## src/rtl/jt51_phinc_meas.sv

```systemverilog
// jt51_phinc_meas: measures the phase increment of one slot of the JT51 PG output stream
//   clk, rst           clock; asynchronous active-high reset
//   i_cen, i_zero      slot advance enable; slot-0 marker (qualified by i_cen)
//   i_phase_in         PG phase for the current slot
//   i_start, i_sel_slot measurement request pulse and the slot to measure
//   o_busy             measurement armed or running
//   o_meas_valid/i_meas_ready  result handshake
//   o_meas_sum, o_meas_inc, o_meas_wraps  sum of 2^NLOG increments, average, wrap count
module jt51_phinc_meas #(
   parameter int PW   = 20,
   parameter int NLOG = 4
) (
   input  logic               clk,
   input  logic               rst,
   input  logic               i_cen,
   input  logic               i_zero,
   input  logic [PW-1:0]      i_phase_in,
   input  logic               i_start,
   input  logic [4:0]         i_sel_slot,
   output logic               o_busy,
   output logic               o_meas_valid,
   input  logic               i_meas_ready,
   output logic [PW+NLOG-1:0] o_meas_sum,
   output logic [PW-1:0]      o_meas_inc,
   output logic [NLOG:0]      o_meas_wraps
);
   typedef enum logic [1:0] {IDLE, ARM, RUN, DONE} state_t;
   localparam logic [NLOG:0] LAST = (NLOG+1)'((1 << NLOG) - 1);
   state_t             r_st;
   logic [4:0]         r_cnt, r_sel;
   logic [PW-1:0]      r_prev;
   logic [PW+NLOG-1:0] r_sum;
   logic [NLOG:0]      r_wraps, r_n;
   logic               w_smp;
   logic [PW-1:0]      w_delta;
   logic [PW+NLOG-1:0] w_sum;
   logic [NLOG:0]      w_wraps;
   // slot 0 is flagged by i_zero rather than the counter, so the counter resyncs every frame
   assign w_smp   = i_cen && ((i_zero ? 5'd0 : r_cnt) == r_sel);
   assign w_delta = i_phase_in - r_prev;
   assign w_sum   = r_sum + (PW+NLOG)'(w_delta);
   assign w_wraps = r_wraps + (NLOG+1)'(i_phase_in < r_prev);
   always_ff @(posedge clk or posedge rst)
      if (rst) r_cnt <= '0;
      else if (i_cen) r_cnt <= i_zero ? 5'd1 : r_cnt + 5'd1;
   always_ff @(posedge clk or posedge rst)
      if (rst) begin
         r_st         <= IDLE;
         r_sel        <= '0;
         r_prev       <= '0;
         r_sum        <= '0;
         r_wraps      <= '0;
         r_n          <= '0;
         o_busy       <= 1'b0;
         o_meas_valid <= 1'b0;
         o_meas_sum   <= '0;
         o_meas_inc   <= '0;
         o_meas_wraps <= '0;
      end else
         case (r_st)
            IDLE: if (i_start) begin
               r_sel   <= i_sel_slot;
               r_sum   <= '0;
               r_wraps <= '0;
               r_n     <= '0;
               o_busy  <= 1'b1;
               r_st    <= ARM;
            end
            // first visit only establishes the reference phase
            ARM: if (w_smp) begin
               r_prev <= i_phase_in;
               r_st   <= RUN;
            end
            RUN: if (w_smp) begin
               r_sum   <= w_sum;
               r_wraps <= w_wraps;
               r_prev  <= i_phase_in;
               r_n     <= r_n + (NLOG+1)'(1);
               if (r_n == LAST) begin
                  r_st         <= DONE;
                  o_busy       <= 1'b0;
                  o_meas_valid <= 1'b1;
                  o_meas_sum   <= w_sum;
                  o_meas_inc   <= w_sum[PW+NLOG-1:NLOG];
                  o_meas_wraps <= w_wraps;
               end
            end
            // handshake is honoured regardless of i_cen
            DONE: if (i_meas_ready) begin
               r_st         <= IDLE;
               o_meas_valid <= 1'b0;
            end
            default: r_st <= IDLE;
         endcase
endmodule

```

## config.mk

```make
export PLATFORM = sky130hd
export DESIGN_NAME = jt51_phinc_meas
export DESIGN_NICKNAME = d
export VERILOG_FILES = /design/src/rtl/jt51_phinc_meas.sv
export SDC_FILE = /design/constraint.sdc
export NUM_CORES = 1
export LEC_CHECK = 0
export BUFFER_PORTS_ARGS = -buffer_cell sky130_fd_sc_hd__buf_2
export CORE_MARGIN = 4
export CORE_UTILIZATION = 40
export DETAILED_ROUTE_END_ITERATION = 7
export PLACE_DENSITY = 0.61
export SYNTH_ARGS = -nofsm -noshare
export SYNTH_HDL_FRONTEND = slang
export SYNTH_SLANG_ARGS = --single-unit
```

## constraint.sdc

```tcl
create_clock -name clk -period 3.95 [get_ports clk]
set_input_delay 0.5925 -clock clk [delete_from_list [all_inputs] [get_ports clk]]
set_output_delay 0.5925 -clock clk [all_outputs]
set_load 0.01 [all_outputs]
```

Word-level counts from Yosys, hierarchy flattened
Index checks and enable logic that the tools add are counted.
Widths: inputs -> output; s select.
{"block": "classes", "add_sub_neg": 5, "order_cmp": 1, "n_reduce_logical": 12, "n_eq_ne": 10, "div_mod_pow": 0, "mux": 24, "n_bitwise": 0, "multipliers": 0, "n_shift": 0}
{"operator": "$mux 24", "n": 2}
{"operator": "$pmux 24 s2", "n": 1}
{"operator": "$mux 5", "n": 5}
{"operator": "$add 24x20->24", "n": 1}
{"operator": "$lt 20x20->1", "n": 1}
{"operator": "$pmux 5 s2", "n": 2}
{"operator": "$sub 20x20->20", "n": 1}
{"operator": "$add 5x1->5 const B", "n": 2}
{"operator": "$mux 2", "n": 5}
{"operator": "$ne 2x2->1 const B", "n": 5}
{"operator": "$pmux 2 s4", "n": 1}
{"operator": "$reduce_and 4->1", "n": 2}
{"operator": "$mux 1", "n": 6}
{"operator": "$reduce_and 3->1", "n": 2}
{"operator": "$add 5x1->5", "n": 1}
{"operator": "$eq 5x4->1 const B", "n": 1}
{"operator": "$eq 5x5->1", "n": 1}
{"operator": "$reduce_and 5->1", "n": 1}
{"operator": "$eq 2x2->1 const B", "n": 2}
{"operator": "$pmux 1 s2", "n": 2}
{"operator": "$reduce_and 2->1", "n": 2}
{"operator": "$reduce_bool 2->1", "n": 2}
{"operator": "$eq 2x1->1 const B", "n": 1}
{"operator": "$logic_not 2->1", "n": 1}
{"operator": "other kinds (2)", "n": 2}
{"block": "totals", "reg_bits": 117, "latchBits": 0, "out_inout_bits": 51, "word_cells": 64, "ram_bits": 0, "rom_bits": 0, "in_bits": 31, "mem_count": 0}

Logic depth before layout (Yosys ltp)
Gate-level depths: netlist of the first run.
{"block": "depth", "word_depth": 5, "mapped_depth": 19, "depth_no_buf": 19}

Worst setup path after synthesis of the first run
No wires, ideal clock.
{"block": "synth_path", "kind": "input to register", "from": "input port i_phase_in[0]", "to": "register o_meas_sum[22]", "arrival_ps": 3941, "stages": 18, "n_path_buf": 0, "setup_ps": 125, "slack_ps": -116, "required_time_ps": 3825, "path_cell_list": "inv_1 > ha_1 > inv_1 > fa_1 > a211oi_1 > o21ai_1 > a31oi_1 > or2b_1 > a211oi_1 > nor2_1 > ha_1 > nand2_1 > nor2_1 > o21ai_0 > a31oi_1 > a41oi_2 > xnor2_1 > mux2_2"}
{"block": "synth_between", "elab_chain_cells": 2}
{"element": "start, declared", "line_no": "17", "text": "input logic [PW-1:0] i_phase_in,"}
{"element": "$sub 20x20->20", "line_no": "40", "text": "assign w_delta = i_phase_in - r_prev;"}
{"element": "$add 24x20->24", "line_no": "41", "text": "assign w_sum = r_sum + (PW+NLOG)'(w_delta);"}
{"element": "end signal, assigned", "line_no": "83", "text": "o_meas_sum <= w_sum;"}
{"element": "end, declared", "line_no": "23", "text": "output logic [PW+NLOG-1:0] o_meas_sum,"}
Every way passes these cells.
A chain may end at the register's enable or synchronous reset.

Worst setup path after layout of the first run
{"block": "layout_path", "from": "input port i_phase_in[0]", "to": "register o_meas_sum[23]"}
The elaborated chain is that of the path after synthesis.

==> results of run 1 <==
-- critical path, stage by stage --
cell,delay (ps)
buf_2,100
inv_2,70
ha_4,150
inv_1,50
fa_2,370
a211oi_4,240
o21ai_2,90
a31oi_1,210
or2b_1,250
a211oi_1,250
nor2_1,70
ha_1,340
buf_4,160
a21oi_1,170
nand2_1,80
a31oi_1,190
a31oi_2,90
a41oi_2,200
buf_4,140
xor2_1,140
o21ai_1,70
-- power groups by stage --
stage	combinational (mW)	sequential, mW	clock (mW)
floorplan	2.12	1.26	0
global placement	3.15	1.28	0
detailed placement	3.19	1.30	0
CTS	3.22	1.28	0.989
global route	3.73	1.31	1.04
finish	3.36	1.28	0.962
-- synthesized netlist by cell type, drive strengths merged (2+ instances only) --
cell type / n
or3: 3
inv: 40
nor2b: 4
nor2: 34
a31oi: 9
or2: 3
fa: 2
a22o: 12
o21a: 9
ha: 51
a211oi: 5
o21bai: 2
dfrtp: 97
nand3: 12
o31a: 3
nand2b: 6
o22ai: 3
o31ai: 15
and2: 6
a21boi: 3
nand4: 2
mux2i: 2
a221oi: 2
a2111oi: 2
nand2: 79
xor2: 17
a21oi: 41
clkbuf: 6
mux2: 36
a41oi: 2
a21o: 17
o211ai: 3
buf: 32
o21ai: 51
nor3: 2
xnor2: 24
and3: 9
-- placed cells by master (no fill, tap or decap), types with 8 or more instances in the layout --
master and instances:
a21o_1 17, buf_4 65, inv_1 37, mux2_2 32
and3_1 8, nor2_1 29, a21oi_1 36, o21a_1 8
dfrtp_1 97, o21ai_0 40, nand2_1 76, clkbuf_16 9
xor2_1 17, a22o_1 12, o31ai_1 15, xnor2_1 24
nand3_1 12, buf_2 81, ha_1 49, o21ai_1 9
-- logic make-up (layout without fill, tap and decap cells) --
| group | after synthesis | count (layout) |
|---|---|---|
| mux | 38 | 38 |
| simple gates | 167 | 167 |
| compound gates | 186 | 186 |
| buf+inv | 78 | 202 |
| flops | 97 | 97 |
| xor+xnor | 41 | 41 |
| fa+ha+maj | 53 | 53 |
-- area by class of cell --
cell class                      instances  area share (%)
Inverter                               40            2.00
Timing Repair Buffer                  146            11.7
Clock inverter                          7            1.33
Multi-Input combinational cell        485            46.8
Tap cell                              211            3.46
Clock buffer                            9            2.95
Sequential cell                        97            31.8
-- how the worst max path moves through the flow --
stage / to / slack [ps] / depth (start not counted)
2_1_floorplan: o_meas_sum[22] / 1 / 18
3_3_place_gp: o_meas_sum[22] / -280 / 19
3_5_place_dp: o_meas_sum[22] / -350 / 19
4_1_cts: r_sum[18] / 0.9 / 17
5_1_grt: o_meas_sum[19] / -40 / 18
6_report: o_meas_sum[23] / 160 / 21
-- per-stage QoR --
stage / utilization (%) / power (mW)
after floorplan: - / 3.39
after global placement: 46.9 / 4.44
after detailed placement: 46.9 / 4.49
after CTS: 49.0 / 5.49
after global routing: 49.9 / 6.07
final: 49.9 / 5.61
-- registers in the layout, summed over array words and instances (netlist names) --
signal and cells:
r_st 2, o_meas_valid 1, r_cnt 5, r_prev 20
o_busy 1, o_meas_wraps 5, r_wraps 5, o_meas_sum 24
r_sel 5, r_n 5, r_sum 24
-- what timing repair did --
item / in CTS / in global routing
pin swaps: 0 / 15
hold buffers: 0 / 0
setup endpoints to repair: 4 / 22
buffers inserted: 0 / 5
resized for setup: 1 / 25
-- metal layers --
| metal | up-vias | GRT usage, % | wire (um) |
|---|---|---|---|
| met2 | 84 | 29.0 | 7130 |
| met4 | 0 | 3.94 | 168 |
| li1 | 2552 | - | - |
| met1 | 2432 | 23.3 | 7140 |
| met5 | - | 0 | 0 |
| met3 | 16 | 4.38 | 572 |
==> impl_metrics.tcl, run 1 <==
set metrics [dict create \
    cp-end-kind "flip-flop" \
    power_density_nw_per_um2 734 \
    syn_area_per_cell_um2 9.56 \
    grt_max_degree 75 \
    reg2reg_slack_ps 160 \
    clockRootBuffer "clkbuf_16" \
    syn_to_final_growth_pct 21.1 \
    rsz0062_at_grt "true" \
    worstSetupStartpoint "i_phase_in[0]" \
    status "complete, no violations" \
    period_needed_ps 3790 \
    die_w_um 134 \
    synth_edf_count 0 \
    combPwrFrac_pct 60.0 \
    hold_slack_ps 441 \
    syn-cell-area_um2 6310 \
    multi_input_area_um2 3580 \
    rows 45 \
    p_seq_share_pct 22.9 \
    ys_warn_count 0 \
    critPathKind "input port to flip-flop" \
    dpl.hpwl_um 11300 \
    p_int_mw 3.27 \
    antenna_found_initial 0 \
    synth-seq-cells 97 \
    grt_overflow_total 0 \
    critPathLaunchType "input port" \
    final_area_um2 7640 \
    setup_tns_ps 0 \
    path_max_fanout 4 \
    worstMarginPinSlew_ps 958 \
    clk_pin_slew_worst_paths_ps 70 \
    hp-class "input port to async pin" \
    synth_top_family_by_area "compound AO/OA/AOI/OAI gates" \
    relSlewSlack_pct 36.0 \
    clk_latency_ps 360 \
    ir_drop_uv 451 \
    grt_use_total_pct 17.5 \
    drive_gt1_share_pct 29.6 \
    cts_tree "built" \
    htree_levels 3 \
    die_y_um 134 \
    seq_area_um2 2430 \
    fmax_ghz 0.264 \
    drt-pass1-iter-count 4 \
    fill_cells 1477 \
    yosysSeqAreaShare_pct 38.5 \
    synth.top_cell.area_share_pct 38.5 \
    coreArea_um2 15300 \
    syn-instance-count 660 \
    synth_flop_cell "dfrtp_1" \
    async_flop_share_pct 100 \
    clockBufferDepth 2 \
    maxCapViolCount 0 \
    synthXorXnorAreaFrac_pct 5.69 \
    placed_cell_area_um2 7180 \
    ios 82 \
    fin_ws_ps 164 \
    first_global_vias 5183 \
    wl_um 15000 \
    synth_area_leader_cell "dfrtp_1" \
    r2r_cells 19 \
    num_vias 5084 \
    port_buffers 81 \
    initial_core_util_pct 41.2 \
    worstPathRequired_ps 4190 \
    synth.top_cells.by_area "dfrtp_1 38%, ha_1 10%, mux2_2 5.7%" \
    wl_per_cell_um 15.1 \
    finalMaxSlewViolations 0 \
    fin_nets 863 \
    leakage_nw 3.82 \
    insertedDiodeCount 0 \
    finalHoldViolCount 0 \
    swShare_pct 41.6 \
    synth_cell_type_count 66 \
    synthAdderAreaFrac_pct 10.7 \
    syn_nets 744 \
    dp.cells 974 \
    initialDrtViolationCount 276 \
    fin_skew_ps 12.1 \
    place_congestion 0.890 \
    netSwitchingPower_mw 2.33 \
    r2r-end "o_meas_sum[23]" \
    grt_pass1_wl_um 25600 \
    final-setup-viol-count 0 \
    pre_cts_slack_ps -348 \
    die-area_um2 17900 \
    instances_no_fill 995 \
    clock_power_share_pct 17.2 \
    synthMuxAreaShare_pct 6.74 \
    r2r-start "r_prev[0]" \
    period_share_pct 95.8 \
    synth-compound-area-share_pct 19.5 \
    arrival_ps 4020 \
    drc_errors 0 \
    viasPerCell 5.11 \
    yosys.area_share.simple_pct 12.2 \
    drt.antenna.violating_nets 0 \
    clkSinkCount 97 \
    cts-buffers-inserted 9 \
]
Note: power is estimated with default switching activity, not from simulation.
==> inputs of run 2 (changes only) <==
==> config.mk (replaced) <==
export PLATFORM = sky130hd
export DESIGN_NAME = jt51_phinc_meas
export DESIGN_NICKNAME = d
export VERILOG_FILES = /design/src/rtl/jt51_phinc_meas.sv
export SDC_FILE = /design/constraint.sdc
export NUM_CORES = 1
export LEC_CHECK = 0
export CELL_PAD_IN_SITES_DETAIL_PLACEMENT = 2
export CELL_PAD_IN_SITES_GLOBAL_PLACEMENT = 2
export CORE_UTILIZATION = 37
export DETAILED_ROUTE_END_ITERATION = 7
export DONT_BUFFER_PORTS = 1
export PLACE_DENSITY = 0.77
export SYNTH_ARGS = -nofsm -noshare
export SYNTH_HDL_FRONTEND = slang
export SYNTH_SLANG_ARGS = --single-unit
==> run 2 against run 1 <==
Compared with the run above: the flow now finishes with violations (setup timing); largest cell class unchanged; maximum frequency fell by 6.0%; sequential power barely moved; critical endpoint is now r_sum[20]; critical path type is now flip-flop to flip-flop; via count rose by 1.1%.
==> impl_metrics.tcl, run 2 (same netlist as run 1, synthesis figures left out) <==
set metrics [dict create \
    fin_nets 778 \
    worstPathRequired_ps 4210 \
    drt.antenna.violating_nets 0 \
    violations "setup timing" \
    path_max_fanout 5 \
    initial_core_util_pct 37.9 \
    period_share_pct 102 \
    wl_um 20400 \
    drive_gt1_share_pct 23.5 \
    critPathKind "flip-flop to flip-flop" \
    clkSinkCount 97 \
    worstMarginPinSlew_ps 1060 \
    ir_drop_uv 325 \
    fill_cells 1785 \
    grt_use_total_pct 23.0 \
    drc_errors 0 \
    clockBufferDepth 2 \
    leakage_nw 3.41 \
    ios 82 \
    max_stage_delay_ps 390 \
    antenna_found_initial 0 \
    cp-end-kind "flip-flop" \
    clk_latency_ps 360 \
    rsz0062_at_grt "true" \
    final_cell_mix "97 x dfrtp_1, 76 x nand2_1, 61 x buf_4, 48 x ha_1, 38 x o21ai_0" \
    drt-pass1-iter-count 5 \
    grt_max_degree 56 \
    grt_pass1_wl_um 31600 \
    final_common_cell "dfrtp_1" \
    instances_no_fill 918 \
    cts_tree "built" \
    cts_hold_buf 0 \
    crit_slowest_cell "ha_1" \
    finalMaxSlewViolations 0 \
    syn_to_final_growth_pct 15.9 \
    relSlewSlack_pct 29.1 \
    cts-buffers-inserted 9 \
    arrival_ps 4290 \
    period_needed_ps 4030 \
    num_vias 5140 \
    viasPerCell 5.60 \
    htree_levels 3 \
    die-area_um2 17600 \
    dp.cells 892 \
    fin_skew_ps 13.1 \
    coreArea_um2 16600 \
    port_buffers 0 \
    clk_pin_slew_worst_paths_ps 80 \
    cp_common_cell "buf_4" \
    critPathLaunchType "flip-flop" \
    hp-class "input port to async pin" \
    power_density_nw_per_um2 813 \
    finalHoldViolCount 0 \
    final-setup-viol-count 7 \
    rows 47 \
    wl_per_cell_um 22.2 \
    fin_ws_ps -78.6 \
    worst-path-buf-inv 4 \
    maxCapViolCount 0 \
    initialDrtViolationCount 116 \
    finalPower_mw 5.94 \
    die_y_um 133 \
    clockRootBuffer "clkbuf_16" \
    die_w_um 133 \
    path_cells "inv_1, ha_1, o21a_1, o31a_1, o21a_2, buf_4, a21o_1, o31a_1, o41ai_2, xnor2_1, ha_1, a21oi_2, o21ai_1, nand3_1, buf_4, nand2_1, a21oi_1, buf_4, a21oi_1, o22ai_1" \
    fmax_ghz 0.248 \
    first_global_vias 5868 \
    grt_overflow_total 0 \
    reg_top3 "o_meas_sum x24, r_sum x24, r_prev x20" \
    insertedDiodeCount 0 \
    worst_path_dominant_cell_family "compound AO/OA/AOI/OAI gates" \
    status "complete, but fails checks" \
    dpl.hpwl_um 14200 \
    place_congestion 0.894 \
]
run 2: cell types whose count changed in the layout (fill, tap and decap cells not counted), moves of 3 or more:
cell	before	now
buf_2	81	0
a21oi_1	36	29
xnor2_1	24	21
buf_4	65	61
xnor2_2	0	3
a21oi_2	4	12
run 2: layout make-up:
type	count	area (um2)	share of cell area, %
multi-input cells	485	3690	50.5
flip-flops and latches	97	2430	33.2
repair buffers	61	458	6.26
well taps	220	275	3.76
clock buffers	10	229	3.13
inverters	40	153	2.09
clock inverters	5	81.3	1.11
run 2: final timing paths:
check | from | to | slack [ps] | cells past startpoint
worst max-delay path | r_prev[2] | r_sum[20] | -80 | 20
worst min-delay path | rst | o_meas_sum[3] | 220 | 1
worst max register to register | r_prev[2] | r_sum[20] | -80 | 20
worst min register to register | r_n[4] | r_n[4] | 490 | 2
max in group asynchronous | rst | r_prev[16] | 2880 | 2
min in group clk | i_zero | r_cnt[1] | 340 | 1
run 2: through the flow:
stage          util (%)  hold WS [ps]  setup WS [ps]  area, um2  setup TNS (ps)
2_1_floorplan         -           448           1.49       6320               0
3_3_place_gp       40.3           461           -151       6710            -877
6_report           43.9           220          -78.6       7310            -171
4_1_cts            42.7           262           1.34       7100               0
3_5_place_dp       40.3           482           -408       6710           -4090
5_1_grt            43.9           290           -284       7310           -2630
run 2: where the power goes:
group | internal, mW | total [mW] | switching (mW)
clock | 0.553 | 0.957 | 0.405
sequential | 1.17 | 1.29 | 0.126
combinational | 1.57 | 3.69 | 2.13
run 2: repair_timing:
action | in CTS | in global routing
setup buffers | 4 | 10
pin swaps | 8 | 20
hold endpoints to repair | 0 | 0
setup endpoints to repair | 10 | 22
gates resized for setup | 13 | 38
run 2: worst reg2reg max path, cell delays in order, from the launching register on:
cell and delay [ps]:
dfrtp_1 380, inv_1 60, ha_1 310, o21a_1 210, o31a_1 130, o21a_2 230
buf_4 140, a21o_1 180, o31a_1 280, o41ai_2 250, xnor2_1 130, ha_1 400
a21oi_2 200, o21ai_1 100, nand3_1 140, buf_4 130, nand2_1 60, a21oi_1 150
buf_4 150, a21oi_1 80, o22ai_1 230
run 2: metal layers:
layer / global-route usage (%) / wire, um / up-vias / share of wire [%]
met3: 4.44 / 880 / 26 / 4.3
met1: 27.3 / 8610 / 2634 / 42
met2: 41.8 / 10500 / 97 / 51
met4: 6.90 / 387 / 0 / 1.9
met5: 0 / 0 / - / 0
li1: - / - / 2383 / -
